$ cat src/rtl/ram_pkg.sv
// Shared definitions for the single-port synchronous-read RAM and its masters:
// default geometry, depth derivation and the read-master state encoding.
package ram_pkg;

    localparam int AWIDTH_DEFAULT = 3;
    localparam int DWIDTH_DEFAULT = 32;

    // Number of words addressable with an address of the given width.
    function automatic int depth_of(input int awidth);
        return 1 << awidth;
    endfunction

    typedef enum logic [1:0] {
        ST_IDLE = 2'd0,
        ST_RUN  = 2'd1,
        ST_DONE = 2'd2
    } rd_state_t;

endpackage

$ cat src/rtl/ram_rd_skid.sv
// Two-entry FIFO of {last, data} words returned by the RAM. The head entry
// drives the stream outputs directly from flops, and the valid flag is
// registered as well. Pushes are guaranteed by the issuer never to overflow.
module ram_rd_skid #(
    parameter int DWIDTH = 32
) (
    input  logic              clock,
    input  logic              reset,
    input  logic              push,
    input  logic              push_last,
    input  logic [DWIDTH-1:0] push_data,
    input  logic              pop,
    output logic [1:0]        count,
    output logic [DWIDTH-1:0] head_data,
    output logic              head_last,
    output logic              head_valid
);

    typedef struct packed {
        logic              last;
        logic [DWIDTH-1:0] data;
    } entry_t;

    entry_t     head_q;
    entry_t     tail_q;
    entry_t     push_entry;
    logic [1:0] count_q;
    logic [1:0] count_next;

    assign push_entry = '{last: push_last, data: push_data};

    // Occupancy after this cycle's push/pop.
    always_comb begin
        // NOTE: default first so every path assigns count_next and no latch is inferred.
        count_next = count_q;
        if (push && !pop) begin
            count_next = count_q + 2'd1;
        end else if (pop && !push) begin
            count_next = count_q - 2'd1;
        end
    end

    // Move entries toward the head; the tail only fills when the head is occupied.
    always_ff @(posedge clock) begin
        if (reset) begin
            // NOTE: the two entries are reset (unlike a real memory) because the head
            // directly drives m_data/m_last, which must read zero out of reset.
            head_q     <= '0;
            tail_q     <= '0;
            count_q    <= 2'd0;
            head_valid <= 1'b0;
        end else begin
            // NOTE: non-blocking assignments so every flop samples pre-edge values.
            unique case (count_q)
                2'd0: begin
                    if (push) head_q <= push_entry;
                end
                2'd1: begin
                    if (push && pop)  head_q <= push_entry;
                    else if (push)    tail_q <= push_entry;
                end
                default: begin
                    if (pop) begin
                        head_q <= tail_q;
                        if (push) tail_q <= push_entry;
                    end
                end
            endcase
            count_q    <= count_next;
            head_valid <= (count_next != 2'd0);
        end
    end

    assign count     = count_q;
    assign head_data = head_q.data;
    assign head_last = head_q.last;

endmodule

$ cat src/rtl/ram_stream_reader.sv
// Burst read master for the synchronous-read RAM. A start command latches
// base/count, then sequential reads are issued under a two-word credit so the
// skid FIFO never overflows; returned words leave as a valid/ready stream.
module ram_stream_reader
    import ram_pkg::*;
#(
    parameter int AWIDTH = AWIDTH_DEFAULT,
    parameter int DWIDTH = DWIDTH_DEFAULT
) (
    input  logic              clock,
    input  logic              reset,
    input  logic              start,
    input  logic [AWIDTH-1:0] base_addr,
    input  logic [AWIDTH:0]   count,
    output logic              busy,
    output logic              done,
    output logic [AWIDTH-1:0] ram_addr,
    output logic              ram_we,
    output logic [DWIDTH-1:0] ram_din,
    input  logic [DWIDTH-1:0] ram_dout,
    output logic [DWIDTH-1:0] m_data,
    output logic              m_valid,
    input  logic              m_ready,
    output logic              m_last
);

    localparam logic [AWIDTH-1:0] LAST_ADDR = AWIDTH'(depth_of(AWIDTH) - 1);
    localparam logic [AWIDTH-1:0] ADDR_ONE  = AWIDTH'(1);
    localparam logic [AWIDTH:0]   CNT_ONE   = (AWIDTH+1)'(1);

    rd_state_t       state;
    logic [AWIDTH-1:0] addr;
    logic [AWIDTH:0] issued;
    logic [AWIDTH:0] burst_len;
    logic            inflight;
    logic            inflight_last;
    logic [1:0]      fifo_count;
    logic [1:0]      occupancy;
    logic            pop;
    logic            rd_fire;
    logic            is_last_issue;

    // A popped slot frees credit in the same cycle, which keeps the stream gap-free.
    assign pop           = m_valid & m_ready;
    assign occupancy     = fifo_count + {1'b0, inflight};
    assign rd_fire       = (state == ST_RUN) && (issued < burst_len) &&
                           ((occupancy < 2'd2) || pop);
    assign is_last_issue = ((issued + CNT_ONE) == burst_len);

    assign ram_addr = addr;
    assign ram_we   = 1'b0;
    assign ram_din  = '0;

    // Burst FSM with the address/issue counters and the one-deep in-flight tracker.
    always_ff @(posedge clock) begin
        if (reset) begin
            state         <= ST_IDLE;
            addr          <= '0;
            issued        <= '0;
            burst_len     <= '0;
            inflight      <= 1'b0;
            inflight_last <= 1'b0;
            busy          <= 1'b0;
            done          <= 1'b0;
        end else begin
            inflight      <= rd_fire;
            inflight_last <= rd_fire && is_last_issue;
            if (rd_fire) begin
                addr   <= (addr == LAST_ADDR) ? '0 : addr + ADDR_ONE;
                issued <= issued + CNT_ONE;
            end
            unique case (state)
                ST_IDLE: begin
                    if (start) begin
                        addr      <= base_addr;
                        burst_len <= count;
                        issued    <= '0;
                        if (count != '0) begin
                            state <= ST_RUN;
                            busy  <= 1'b1;
                        end else begin
                            state <= ST_DONE;
                            done  <= 1'b1;
                        end
                    end
                end
                ST_RUN: begin
                    if (pop && m_last) begin
                        state <= ST_DONE;
                        busy  <= 1'b0;
                        done  <= 1'b1;
                    end
                end
                ST_DONE: begin
                    state <= ST_IDLE;
                    done  <= 1'b0;
                end
                default: state <= ST_IDLE;
            endcase
        end
    end

    ram_rd_skid #(.DWIDTH(DWIDTH)) u_skid (
        .clock      (clock),
        .reset      (reset),
        .push       (inflight),
        .push_last  (inflight_last),
        .push_data  (ram_dout),
        .pop        (pop),
        .count      (fifo_count),
        .head_data  (m_data),
        .head_last  (m_last),
        .head_valid (m_valid)
    );

endmodule
$ cat config.mk
export PLATFORM = sky130hd
export DESIGN_NAME = ram_stream_reader
export DESIGN_NICKNAME = d
export VERILOG_FILES = /design/src/rtl/ram_pkg.sv /design/src/rtl/ram_rd_skid.sv /design/src/rtl/ram_stream_reader.sv
export SDC_FILE = /design/constraint.sdc
export NUM_CORES = 1
export LEC_CHECK = 0
export BUFFER_PORTS_ARGS = -buffer_cell sky130_fd_sc_hd__buf_2
export CORE_MARGIN = 2
export CORE_UTILIZATION = 54
export DETAILED_ROUTE_END_ITERATION = 8
export PLACE_DENSITY = 0.78
export REMOVE_ABC_BUFFERS = 1
export SYNTH_ARGS = -nofsm -noshare
export SYNTH_HDL_FRONTEND = slang
export SYNTH_HIERARCHICAL = 1
export SYNTH_SLANG_ARGS = --single-unit
$ cat constraint.sdc
create_clock -name clock -period 2.3 [get_ports clock]
set_input_delay 0 -clock clock [delete_from_list [all_inputs] [get_ports clock]]
set_output_delay 0 -clock clock [all_outputs]
set_load 0.05 [all_outputs]
==> results of run 1 <==
## report_power, final
| group | switching (mW) | leakage [nW] | internal [mW] |
|---|---|---|---|
| Sequential | 0.0908 | 0.697 | 1.61 |
| Combinational | 1.47 | 1.25 | 0.684 |
| Clock | 0.570 | 0.0866 | 0.404 |
## per-layer routing
layer / wire [um] / part of all wire, % / global-route usage (%)
met1: 4920 / 43 / 32.9
met2: 5590 / 49 / 42.1
met4: 72 / 0.63 / 6.19
met5: 0 / 0 / 0
met3: 787 / 6.9 / 4.70
## cell families (layout without fill, tap and decap cells)
kind of cell    Yosys count  after routing  synth area share (%)
flops                    86             86                  37.7
fa+ha+maj                 9              9                  2.47
mux                      36             36                  8.01
compound gates          163            163                  27.9
xor+xnor                  8              8                  1.70
buf+inv                  85            160                  11.4
simple gates             86             86                  10.7
other cells               1             33                0.0822
## state kept, by name, summed over array words and instances (netlist names)
| register | count |
|---|---|
| inflight | 1 |
| done | 1 |
| ram_addr | 3 |
| burst_len | 4 |
| inflight_last | 1 |
| u_skid/head_valid | 1 |
| u_skid/head_last | 1 |
| state | 2 |
| u_skid/count | 2 |
| u_skid/head_data | 32 |
| issued | 4 |
| u_skid/tail_q | 33 |
| busy | 1 |
## per-stage QoR
stage / worst slack (ns) / utilization [%] / instances / TNS [ns]
after CTS: 0.171 / 66.5 / 686 / 0
after global routing: 0.0762 / 66.5 / 686 / 0
final: 0.143 / 66.5 / 686 / 0
after global placement: 0.320 / 59.5 / 630 / 0
after detailed placement: 0.221 / 59.5 / 630 / 0
after floorplan: -0.378 / - / 429 / -22.59
## worst paths after layout
path                              start                                 to  slack [ns]  cells past startpoint
max reg2reg  u_skid/count[0]$_SDFF_PP0_  u_skid/head_data[21]$_SDFFE_PP0P_        0.14                      5
max          u_skid/count[0]$_SDFF_PP0_  u_skid/head_data[21]$_SDFFE_PP0P_        0.14                      5
min reg2reg    inflight_last$_SDFF_PP0_     u_skid/tail_q[32]$_SDFFE_PP0P_        0.47                      2
min                               start                  done$_SDFFE_PP0P_        0.04                      3
## cells in the mapped netlist (9+ instances only)
cell	instances	share of area [%]
ha_1	9	2.5
nand2_1	12	0.99
buf_2	12	1.3
clkbuf_1	22	1.8
dfxtp_1	86	38
a221oi_1	34	6.5
buf_4	34	5.6
a211oi_2	31	8.5
a21oi_1	41	4.5
mux2i_1	35	7.7
nor2_1	11	0.91
o21ai_0	33	3.6
nand3_1	32	3.5
## cell type report
class	count	area, um2	share of cell area, %
sequential	86	1720	31.5
inverter	8	30.0	0.549
multi-input combinational	335	2460	45.0
clock buffer	9	124	2.27
timing repair buffer	136	946	17.3
tap	105	131	2.40
clock inverter	7	55.1	1.01
## what timing repair did
item	in CTS	in global routing
endpoints found under the hold margin	41	0
endpoints found under the setup margin	0	0
hold buffers	40	0
## tightest hold or removal path: cells and delay by family
kind            cells  cell delay (ns)
compound gates      2             0.25
buf+inv             1             0.11
==> flow_summary.toml, run 1 <==
[pwr]
power.density_mw_per_mm2 = 883
p_leak_nw = 2.03
power.total_mw = 4.83
ir_drop_mv = 0.420

[setup_path]
crit_chain = "inv_1 -> ha_1 -> mux2_4 -> a22o_4 -> a211oi_1"
path_buf_inv = 1
cpPeakStageDelay_ns = 0.49
crit_arrival_ns = 2.41
cp_slowest_cell = "mux2_4"
crit_fanout = 34
crit_required_ns = 2.55
critPathKind = "register to register"
end_kind = "register"
critPathTopFamily = "compound AO/OA/AOI/OAI gates"
start_kind = "register"

[clock_network]
cts_resized = 0
cts_setup_buffers = 0
htreeDepth = 3
root_buffer = "clkbuf_8"
tritoncts = "built"
cts_buffer_depth = 2
clk_latency_ns = 0.36
clk_pin_slew_worst_paths_ns = 0.09
cts.sinks = 86
cts_buffers = 9

[global_route]
grtUsageTotal_pct = 24.9
grt_pass1_vias = 3851
grt.overflow.total = 0
antenna_found_initial = 0
grt_pass1_wl_um = 18400
grt_start_max_net_pins = 50

[route]
post-route-drc-count = 0
drt-pass1-iter-count = 5
wire_per_inst_um = 16.6
viasPerCell = 5.83
vias = 3998
detail-route-antenna-nets = 0
drtIter0Drc = 380
wl_um = 11400

[final_layout]
final_common_cell = "dfxtp_1"
syn2layout_area_growth_pct = 19.9
drive_above_1_share_pct = 27.5
diodes = 0
final_cell_mix = "dfxtp_1 (86), buf_2 (80), a21oi_1 (41)"
nNetsFinal = 628
final.fill_count = 631
fin_area_mm2 = 0.00547

[die]
die_area_mm2 = 0.00920
start_util_pct = 55.5
die-height_um = 95.9
ios = 115
die_w_um = 95.9
row_count = 33
core_region_area_mm2 = 0.00822

[timing]
relSlewSlack_pct = 46.3
rsz0062_at_grt = "false"
setup_violations = 0
skew_ns = 0.0147
slew_violations = 0
period_share_pct = 93.8
hold_viol = 0
hold_slack_ns = 0.0445
tightest_slew_ns = 0.804
fmax_ghz = 0.464
period_needed_ns = 2.16

[yosys]
synth_enable_flop_cells = 0
postSynthAreaPerCell_um2 = 9.62
ys_seq_area_share_pct = 37.7
synthArstFlopShare_pct = 0
syn_area_mm2 = 0.00456
ys.flop_type = "dfxtp_1"
synth_cell_types = 48
syn_inst = 474
synth_warnings = 6
yosys_register_bits = 86

[placed_design]
postPlaceCellArea_mm2 = 0.00489
dp.final_hpwl_um = 6980
io_buffers = 81
globalplace.congestion = 0.933

[hold_path]
hold_class = "input port to register"

[run]
max_cap_viol_count = 0

[run_status]
status = "finished, final reports clean"
Power figures use the tool's default switching activity.
==> run 2: changes to the inputs <==
--- a/config.mk
+++ b/config.mk
@@ -6,10 +6,13 @@
 export NUM_CORES = 1
 export LEC_CHECK = 0
 export BUFFER_PORTS_ARGS = -buffer_cell sky130_fd_sc_hd__buf_2
+export CELL_PAD_IN_SITES_DETAIL_PLACEMENT = 0
+export CELL_PAD_IN_SITES_GLOBAL_PLACEMENT = 1
+export CORE_ASPECT_RATIO = 0.75
 export CORE_MARGIN = 2
-export CORE_UTILIZATION = 54
+export CORE_UTILIZATION = 40
 export DETAILED_ROUTE_END_ITERATION = 8
-export PLACE_DENSITY = 0.78
+export PLACE_DENSITY = 0.77
 export REMOVE_ABC_BUFFERS = 1
 export SYNTH_ARGS = -nofsm -noshare
 export SYNTH_HDL_FRONTEND = slang
==> flow_summary.toml, run 2 (synthesized netlist as in run 1, its figures left out) <==
[run_status]
status = "finished, final reports clean"

[timing]
setup_violations = 0
hold_viol = 0
skew_ns = 0.00814
fin_tns_setup_ns = 0
relSlewSlack_pct = 57.4
period_needed_ns = 2.05
slew_violations = 0
rsz0062_at_grt = "false"
fmax_ghz = 0.488
tightest_slew_ns = 0.639
period_share_pct = 89.2

[hold_path]
hold_class = "input port to register"
hold_depth = 3

[final_layout]
final_cell_mix = "dfxtp_1 (86), buf_2 (80), a21oi_1 (41)"
regMostFlops = "u_skid/tail_q"
fin_area_mm2 = 0.00560
syn2layout_area_growth_pct = 22.8
nNetsFinal = 627
diodes = 0
stdcell_count = 720
final_common_cell = "dfxtp_1"
drive_above_1_share_pct = 27.8
largest_reg_flops = 33

[setup_path]
crit_fanout = 34
crit_required_ns = 2.56
worst_r2r_path_depth = 5
end_kind = "register"
critPathKind = "register to register"
crit_arrival_ns = 2.31
start_kind = "register"

[clock_network]
cts.sinks = 86
cts_buffer_depth = 2
tritoncts = "built"
clk_pin_slew_worst_paths_ns = 0.06
clk_latency_ns = 0.35
cts_buffers = 9
cts_setup_buffers = 0
htreeDepth = 3
root_buffer = "clkbuf_16"

[global_route]
grt_pass1_vias = 3809
antenna_found_initial = 0
grt_pass1_wl_um = 19400
grtUsageTotal_pct = 19.9
grt.overflow.total = 0
grt_start_max_net_pins = 52

[die]
row_count = 33
die_w_um = 127
start_util_pct = 41.4
ios = 115
core_region_area_mm2 = 0.0110
die_area_mm2 = 0.0123
die-height_um = 96.5

[pwr]
p_leak_nw = 2.08
power.density_mw_per_mm2 = 949
ir_drop_mv = 0.399

[route]
highest_layer = "met4"
met2WireLength_um = 5340
wire_per_inst_um = 16.5
drtIter0Drc = 319
wl_um = 11900
drt-pass1-iter-count = 4
vias = 4003
detail-route-antenna-nets = 0
wl_met3_um = 628
viasPerCell = 5.56
post-route-drc-count = 0
wirelength_met1_um = 5760

[run]
max_cap_viol_count = 0

[placed_design]
postPlaceCellArea_mm2 = 0.00490
placedCellCount = 666
io_buffers = 81
globalplace.congestion = 0.854
dp.final_hpwl_um = 7610
-- run 2: cell count changes in the layout (fill, tap and decap cells not counted), moves of 2 or more --
cell / delta
clkbuf_16: +9
clkbuf_8: -8
buf_4: +3
buf_12: -2
dlygate4sd3_1: -2
inv_6: -2
-- run 2: final cells by class --
cell class                 count  area (um2)
tap                          140         175
sequential                    86        1720
timing repair buffer         135         908
inverter                       8        30.0
clock inverter                 6        70.1
multi-input combinational    335        2460
fill                         982        5420
clock buffer                  10         239
-- run 2: worst max-delay path, stage by stage, from the launching register on --
cell and delay [ns]:
dfxtp_1 0.36, inv_1 0.08, ha_1 0.28, mux2_4 0.48, a22o_4 0.46, a211oi_1 0.27
-- run 2: report_power, final --
| group | internal (mW) | switching [mW] |
|---|---|---|
| clock network | 0.877 | 0.626 |
| registers | 1.61 | 0.0911 |
| logic | 0.644 | 1.47 |
| total | 3.13 | 2.18 |
-- run 2: metrics by stage --
step / util [%] / worst slack, ns / power [mW] / hold slack, ns
4_1_cts: 50.7 / 0.217 / 5.33 / 0.0126
5_1_grt: 50.8 / 0.103 / 5.56 / 0.0443
6_report: 50.8 / 0.249 / 5.32 / 0.0184
3_3_place_gp: 44.5 / 0.307 / 3.75 / 0.258
3_5_place_dp: 44.5 / 0.241 / 3.77 / 0.268
2_1_floorplan: - / -0.378 / 3.17 / 0.0646
-- run 2: final timing paths --
| path | startpoint | endpoint | slack (ns) |
|---|---|---|---|
| worst max-delay path | u_skid/count[0]$_SDFF_PP0_ | u_skid/head_data[21]$_SDFFE_PP0P_ | 0.25 |
| worst max register to register | u_skid/count[0]$_SDFF_PP0_ | u_skid/head_data[21]$_SDFFE_PP0P_ | 0.25 |
| worst min register to register | burst_len[2]$_SDFFE_PP0P_ | burst_len[2]$_SDFFE_PP0P_ | 0.47 |
| worst min-delay path | base_addr[2] | ram_addr[2]$_SDFF_PP0_ | 0.02 |
-- run 2: layer usage --
layer,global-route usage [%],vias to the layer above
li1,-,1910
met1,27.6,1945
met2,30.9,129
met3,4.19,19
met4,6.59,0
met5,0,-
-- run 2: what timing repair did --
action,CTS,global route
gates resized for setup,0,1
setup endpoints to repair,0,4
endpoints found under the hold margin,38,0
hold buffers,38,0
